### src/rtl/ram_16x8_ctrl.sv
// ram_16x8_ctrl: initiator-side controller for a 16x8 synchronous RAM.
// It takes single or burst read/write commands on a valid/ready request
// channel and returns read beats on a valid/ready response channel.
//
// Handshake rule for both channels: a transfer happens on a rising clk edge
// where valid and ready are both 1. The sender holds its payload stable
// while valid=1 and ready=0. valid never waits on ready.
//
// Optional build macro RAM_CTRL_FILL_INC_EN: when it is defined, a write
// burst writes a ramp (req_wdata, +1, +2, ... mod 256). When it is not
// defined, every beat writes req_wdata unchanged.
//
// All outputs are registered. The always_comb block computes the next value
// of every register, and the always_ff block loads those values.
module ram_16x8_ctrl #(
    parameter int RD_LAT = 1,
    parameter int AW     = 4,
    parameter int DW     = 8
) (
    input  logic          clk,
    input  logic          rst,
    input  logic          req_valid,
    output logic          req_ready,
    input  logic          req_wr,
    input  logic [AW-1:0] req_addr,
    input  logic [3:0]    req_len,
    input  logic [DW-1:0] req_wdata,
    output logic          rsp_valid,
    input  logic          rsp_ready,
    output logic [DW-1:0] rsp_data,
    output logic [AW-1:0] rsp_addr,
    output logic          busy,
    output logic          ram_wr,
    output logic [AW-1:0] ram_addr,
    output logic [DW-1:0] ram_din,
    input  logic [DW-1:0] ram_dout
);

    typedef enum logic [2:0] {
        IDLE     = 3'd0,
        WRITE    = 3'd1,
        RD_ISSUE = 3'd2,
        RD_WAIT  = 3'd3,
        RD_RESP  = 3'd4
    } state_t;

    state_t        state, state_d;
    logic [3:0]    beats, beats_d;     // beats remaining after the current one
    logic [1:0]    lat, lat_d;         // RD_WAIT edges still to count, minus 1
    logic          req_ready_d, busy_d, ram_wr_d, rsp_valid_d;
    logic [AW-1:0] ram_addr_d, rsp_addr_d;
    logic [DW-1:0] ram_din_d, rsp_data_d;

    // ram_addr doubles as the current burst address for reads and writes.
    // Next-state and next-output logic: every register keeps its value
    // unless a branch below updates it.
    always_comb begin
        state_d     = state;
        beats_d     = beats;
        lat_d       = lat;
        ram_wr_d    = ram_wr;
        ram_addr_d  = ram_addr;
        ram_din_d   = ram_din;
        rsp_valid_d = rsp_valid;
        rsp_data_d  = rsp_data;
        rsp_addr_d  = rsp_addr;
        case (state)
            IDLE: begin
                if (req_valid && req_ready) begin
                    beats_d    = req_len;
                    ram_addr_d = req_addr;
                    ram_din_d  = req_wdata;
                    if (req_wr) begin
                        state_d  = WRITE;
                        ram_wr_d = 1'b1;
                    end else begin
                        state_d  = RD_ISSUE;
                        ram_wr_d = 1'b0;
                    end
                end
            end
            WRITE: begin
                if (beats == 4'd0) begin
                    state_d  = IDLE;
                    ram_wr_d = 1'b0;
                end else begin
                    beats_d    = beats - 4'd1;
                    ram_addr_d = AW'(ram_addr + 1'b1);
`ifdef RAM_CTRL_FILL_INC_EN
                    ram_din_d  = DW'(ram_din + 1'b1);
`else
                    ram_din_d  = ram_din;
`endif
                end
            end
            RD_ISSUE: begin
                // The RAM samples ram_addr on this edge. The wait count starts here.
                state_d = RD_WAIT;
                lat_d   = 2'(RD_LAT - 1);
            end
            RD_WAIT: begin
                if (lat == 2'd0) begin
                    rsp_data_d  = ram_dout;
                    rsp_addr_d  = ram_addr;
                    rsp_valid_d = 1'b1;
                    state_d     = RD_RESP;
                end else begin
                    lat_d = lat - 2'd1;
                end
            end
            RD_RESP: begin
                // rsp_valid is always 1 here, so rsp_ready alone completes the handshake.
                if (rsp_ready) begin
                    rsp_valid_d = 1'b0;
                    if (beats == 4'd0) begin
                        state_d = IDLE;
                    end else begin
                        beats_d    = beats - 4'd1;
                        ram_addr_d = AW'(ram_addr + 1'b1);
                        state_d    = RD_ISSUE;
                    end
                end
            end
            default: begin
                state_d  = IDLE;
                ram_wr_d = 1'b0;
            end
        endcase
        // Both flags follow the next state, so they switch on the same edge as the state.
        req_ready_d = (state_d == IDLE);
        busy_d      = (state_d != IDLE);
    end

    // State and output registers. A synchronous reset drops any burst in progress.
    always_ff @(posedge clk) begin
        if (rst) begin
            state     <= IDLE;
            beats     <= 4'd0;
            lat       <= 2'd0;
            req_ready <= 1'b0;
            busy      <= 1'b0;
            ram_wr    <= 1'b0;
            ram_addr  <= '0;
            ram_din   <= '0;
            rsp_valid <= 1'b0;
            rsp_data  <= '0;
            rsp_addr  <= '0;
        end else begin
            state     <= state_d;
            beats     <= beats_d;
            lat       <= lat_d;
            req_ready <= req_ready_d;
            busy      <= busy_d;
            ram_wr    <= ram_wr_d;
            ram_addr  <= ram_addr_d;
            ram_din   <= ram_din_d;
            rsp_valid <= rsp_valid_d;
            rsp_data  <= rsp_data_d;
            rsp_addr  <= rsp_addr_d;
        end
    end

endmodule
### config.mk
export PLATFORM = sky130hd
export DESIGN_NAME = ram_16x8_ctrl
export DESIGN_NICKNAME = d
export VERILOG_FILES = /design/src/rtl/ram_16x8_ctrl.sv
export SDC_FILE = /design/constraint.sdc
export NUM_CORES = 1
export LEC_CHECK = 0
export CAP_MARGIN = 20
export CORE_UTILIZATION = 40
export DETAILED_ROUTE_END_ITERATION = 8
export GPL_ROUTABILITY_DRIVEN = 0
export PLACE_DENSITY = 0.71
export SLEW_MARGIN = 20
export SYNTH_ARGS = -nofsm -noshare
export SYNTH_HDL_FRONTEND = slang
export SYNTH_SLANG_ARGS = --single-unit
### constraint.sdc
create_clock -name clk -period 1.52 [get_ports clk]
set_input_delay 0.304 -clock clk [delete_from_list [all_inputs] [get_ports clk]]
set_output_delay 0.304 -clock clk [all_outputs]
set_load 0.05 [all_outputs]
**After elaboration in Yosys (flattened, before gate mapping)**

Index checks and enable logic that the tools add are counted.
Widths: inputs -> output; s select.

- Word-level logic and storage cells: 64
- Input port bits: 29
- Flip-flop bits (word level): 37
- Output and inout port bits: 28

- Mux-type cells: 24
- Bitwise operators: 1
- Reduce and logical (&&, ||, !) cells: 16
- Add/sub/neg operators: 3
- Equal/unequal tests: 9

Operators by type and width:

| operator | number |
|---|---|
| $mux 4 | 6 |
| $pmux 4 s3 | 2 |
| $pmux 3 s5 | 1 |
| $mux 3 | 4 |
| $ne 2x2->1 const B | 5 |
| $reduce_and 3->1 | 3 |
| $eq 3x2->1 const B | 2 |
| $logic_not 3->1 | 2 |
| $mux 2 | 3 |
| $reduce_and 2->1 | 3 |
| $reduce_bool 3->1 | 2 |
| $mux 1 | 5 |
| $add 4x1->4 const B | 1 |
| $logic_not 4->1 | 1 |
| $pmux 2 s2 | 1 |
| $reduce_bool 2->1 | 2 |
| $sub 4x1->4 const B | 1 |
| $eq 3x1->1 const B | 1 |
| $eq 3x3->1 const B | 1 |
| $pmux 1 s3 | 1 |
| $reduce_or 3->1 | 1 |
| $logic_not 2->1 | 1 |
| $pmux 1 s2 | 1 |
| $sub 2x1->2 const B | 1 |
| 2 further kinds | 2 |

**Depth between registers and ports, before layout**

- Word-level depth: 5
- Mapped depth: 7
- Depth with buffers taken out: 6

**Worst setup path after synthesis**

Ideal clock, no wire load.

- Path type: reg-to-reg
- Start: reg req_ready
- End: reg beats[0]
- Stages on the path, launching flop included: 6
- Clock period less this slack: 1630 ps
- Data required time: 1425 ps
- Path buffers: 1
- Arrival: 1535 ps
- Library setup time: 95 ps
- Path slack: -110 ps
- Cells stage by stage: dfxtp_1 > and3b_1 > and2_1 > buf_4 > o22ai_1 > a221oi_1

- Cells in the longest elaborated chain, start to end: 3

RTL lines:

| what | line | text |
|---|---|---|
| from (decl) | 23 | `output logic req_ready,` |
| from (signal assigned) | 152 | `req_ready <= req_ready_d;` |
| $logic_and 1x1->1 | 69 | `if (req_valid && req_ready) begin` |
| $ne 2x2->1 (no line) | n/a |  |
| $reduce_and 3->1 (no line) | n/a |  |
| to (signal assigned) | 150 | `beats <= beats_d;` |
| to (decl) | 48 | `logic [3:0] beats, beats_d;` |

No other way between the ends.
A chain may end at the register's enable or synchronous reset.

**Final worst setup path**

- Start: reg beats[0]
- End: reg beats[0]

- Cells in the longest elaborated chain, start to end: 4
- Elaborated cells between the ends (all ways): 5
- Those cells by class: add/sub: 1; mux: 3; reduce/logical: 1

RTL lines:

| what | line | text |
|---|---|---|
| $sub 4x1->4 / $logic_not 4->1 (equally long branches) | n/a |  |
| $mux 4 * | 83, 115 |  |
| $mux 4 | 113 | `if (rsp_ready) begin` |
| $pmux 4 s3 * | 67 | `case (state)` |

Every way passes the cells marked *; elsewhere a longest branch is shown, timed or not. The select of a mux whose other input is x is not followed.

==> flow_summary_export.csv <==
group,metric,value,unit
critical_path,r2r-end,"beats[0]",
clock_network,clockBufferDepth,2,
die,core-area,4090,sq um
clock_network,holdBufCountCts,0,
logic_synthesis,synth_area_per_cell,8.65,sq um
critical_path,crit_type,"flip-flop to flip-flop",
global_routing,busiest_layer,"met2",
clock_network,clock-sinks,37,
critical_path,arrival,1.72,ns
place,pre_cts_slack,-0.307,ns
die,row_count,23,
routing,num_vias,1754,
power_and_ir_drop,leakage,1.17,nW
sta,rsz0062_at_grt,"yes",
final_layout,n_antenna_cell,0,
global_routing,gr-usage-all-layers,0.220,
place,port_buffers,56,
final_layout,nFillCells,270,
routing,vias_per_cell,5.28,
power_and_ir_drop,internal_power,2.13,mW
critical_path,ff2ff_setup_slack,0.01,ns
critical_path,cp.required,1.73,ns
clock_network,cts-root-buf,"clkbuf_8",
routing,dr.first_iter.drc_count,109,
routing,drt-pass1-iter-count,4,
power_and_ir_drop,switching_share,0.278,
clock_network,cts_buffers,5,
logic_synthesis,synth_area,1740,sq um
sta,hold_viol,0,
global_routing,grt_pass1_vias,1577,
logic_synthesis,ys_ff_latch,37,
global_routing,grt_max_degree,42,
sta,skew,0.00969,ns
critical_path,crit_family,"compound AO/OA/AOI/OAI gates",
critical_path,critPathLaunch,"beats[0]",
run_status,status,"finished, final reports clean",
power_and_ir_drop,p_sw,0.822,mW
logic_synthesis,yosys_warnings,0,
critical_path,reg2regPathDepth,7,
final_layout,final_layout_size_suffix_gt1_frac,0.355,
logic_synthesis,ys_types,44,
power_and_ir_drop,ir_drop,550,uV
critical_path,critPathMaxFanout,5,
logic_synthesis,synthCells,201,
min_path,hold_path_class,"flip-flop to flip-flop",
sta,setup_viol,0,
clock_network,cts_tree,"built",
min_path,hold_depth,2,
critical_path,crit_cells,7,
logic_synthesis,synthFlopType,"dfxtp_1",
global_routing,grt_pass1_wl,7440,microns
final_layout,nets,313,
sta,slew_violations,0,
critical_path,slowest_stage,"dfxtp_2",
sta,worst_pin_slew,0.261,ns
critical_path,cpPeakStageDelay,0.34,ns
final_layout,final_util,0.756,
critical_path,cp-start-kind,"flip-flop",
clock_network,htreeDepth,2,
final_layout,syn2layout_area_growth,77.6,%
power_and_ir_drop,p_clk_frac,0.338,
critical_path,endpoint,"beats[0]",
global_routing,grt_overflow,0,
routing,avgRoutedWirePerCell,14.6,microns
die,die_h,67.9,microns
power_and_ir_drop,p_comb_frac,0.290,
die,fp.dieArea,4620,sq um
routing,postRouteWirelength,4830,microns
clock_network,path_clk_slew,0.08,ns
global_routing,grt_use_met3,0.0600,
sta,period_share,0.992,
logic_synthesis,synth_edf_count,0,
critical_path,r2r-start,"beats[0]",
critical_path,cp.buffers_inverters,2,
sta,period_needed,1.51,ns
flow_run,drv_cap,0,
global_routing,grt_use_met2,0.347,
critical_path,end_kind,"flip-flop",
die,ios,57,
power_and_ir_drop,powerDensity,956,nW/um^2
clock_network,clkLatencyLatePin,0.30,ns
critical_path,cp_cell_sequence,"inv_2 -> ha_4 -> nor3b_4 -> a211oi_2 -> buf_4 -> o22ai_2 -> a221oi_2",
sta,setup_ws,0.0117,ns
logic_synthesis,syn_nets,233,
sta,relSlewSlack,0.823,
die,fp.dieW,67.9,microns
sta,fmax,663,MHz
die,initial_core_util,0.426,
logic_synthesis,yosysSeqAreaShare,0.426,
power_and_ir_drop,seq_power_share,0.371,
global_routing,antenna_found_initial,0,
routing,drc,0,
logic_synthesis,synthArstFlopShare,0,
place,hpwl,3310,microns
sta,holdWs,0.491,ns
routing,postRouteAntennaNets,0,
global_routing,grtUsageMet1,0.280,
[flip-flops by register name (all words and copies together), names as in the netlist]
register   count
ram_addr       4
ram_wr         1
ram_din        8
beats          4
rsp_valid      1
rsp_data       8
state          3
req_ready      1
lat            2
rsp_addr       4
busy           1
[cell usage in the layout (no fill, tap or decap), types with 3 or more instances in the layout]
cell type         n
a2bb2oi_1         3
nand2_1          45
buf_4            27
buf_12           32
nand2b_1          4
dfxtp_1          30
clkdlybuf4s50_1  27
dfxtp_2           7
nand3_1           5
clkbuf_8          5
inv_1             4
nor3_1            4
o32ai_2           4
nor2_4            3
a21oi_1          29
nor2_1            5
[tightest hold or removal path, stage by stage, from the launching register on]
cell     delay (ns)
dfxtp_1        0.33
nand2_1        0.06
a21oi_1        0.05
[metrics by stage]
step	total power, mW	TNS, ns	instances	instance area [sq um]
3_3_place_gp	1.86	-3.20	318	2800
6_report	2.95	0	332	3090
3_5_place_dp	1.88	-4.08	318	2800
4_1_cts	2.91	0	329	2980
2_1_floorplan	1.49	0	201	1740
5_1_grt	3.07	-0.204	332	3090
[per-layer routing]
layer	routed length, microns	share of wire
met4	83	0.017
met1	2110	0.44
met2	2450	0.51
met3	188	0.039
met5	0	0
[cell usage after synthesis, types with 2 or more instances]
| cell type | count | area, sq um |
|---|---|---|
| o32ai_1 | 4 | 35.0 |
| ha_1 | 3 | 37.5 |
| a31oi_1 | 2 | 12.5 |
| nand2b_1 | 4 | 25.0 |
| a21oi_1 | 29 | 145 |
| nor4_1 | 2 | 12.5 |
| nor3b_2 | 2 | 25.0 |
| nand2_1 | 45 | 169 |
| a221oi_1 | 2 | 17.5 |
| nor4b_1 | 2 | 17.5 |
| nor3_1 | 4 | 20.0 |
| nand4b_1 | 2 | 17.5 |
| nand3b_1 | 2 | 15.0 |
| inv_1 | 6 | 22.5 |
| or3_1 | 2 | 12.5 |
| nor2_4 | 2 | 22.5 |
| a2bb2oi_1 | 3 | 26.3 |
| dfxtp_1 | 37 | 741 |
| buf_2 | 5 | 25.0 |
| nor2_1 | 6 | 22.5 |
| clkbuf_1 | 5 | 18.8 |
| buf_4 | 2 | 15.0 |
| nand3_1 | 5 | 25.0 |
| mux2i_1 | 2 | 20.0 |
| o22ai_1 | 2 | 12.5 |
| o21ai_0 | 2 | 10.0 |
| buf_6 | 2 | 22.5 |
[worst min path at each step]
| stage | startpoint | end | slack (ns) |
|---|---|---|---|
| floorplan | req_wdata[0] | ram_din[0] | 0.44 |
| finish | rsp_data[7] | rsp_data[7] | 0.49 |
| detailed placement | rsp_data[7] | rsp_data[7] | 0.48 |
| global route | rsp_addr[3] | rsp_addr[3] | 0.51 |
| global placement | lat[1] | lat[1] | 0.47 |
| CTS | rsp_addr[3] | rsp_addr[3] | 0.49 |
[power by group through the flow]
| stage | registers [mW] | clock network (mW) | logic [mW] |
|---|---|---|---|
| floorplan | 1.21 | 0 | 0.276 |
| global placement | 1.11 | 0 | 0.753 |
| detailed placement | 1.11 | 0 | 0.763 |
| CTS | 1.09 | 1.02 | 0.791 |
| global route | 1.10 | 1.07 | 0.905 |
| finish | 1.10 | 0.999 | 0.857 |
[logic make-up after synthesis]
group,after synthesis,share of synthesized area
buffers and inverters,20,0.0597
AOI/OAI and AO/OA,54,0.207
muxes,2,0.0115
DFF,37,0.426
xor gates and xnor gates,1,0.0158
adders and majority gates,3,0.0216
and+or+nand+nor,84,0.258
[area by class of cell]
type,instances,area [sq um],share of cell area
multi-input combinational,144,995,0.322
clock buffer,5,68.8,0.0223
tap,50,62.6,0.0203
sequential,37,749,0.243
clock inverter,3,65.1,0.0211
timing repair buffer,87,1130,0.365
inverter,6,22.5,0.00729
[timing repair]
action / 4_1_cts / 5_1_grt
setup endpoints to repair: 11 / 22
buffers inserted: 3 / 3
pin swaps: 3 / 6
gates resized for setup: 7 / 20
Note: power is estimated with default switching activity, not from simulation.
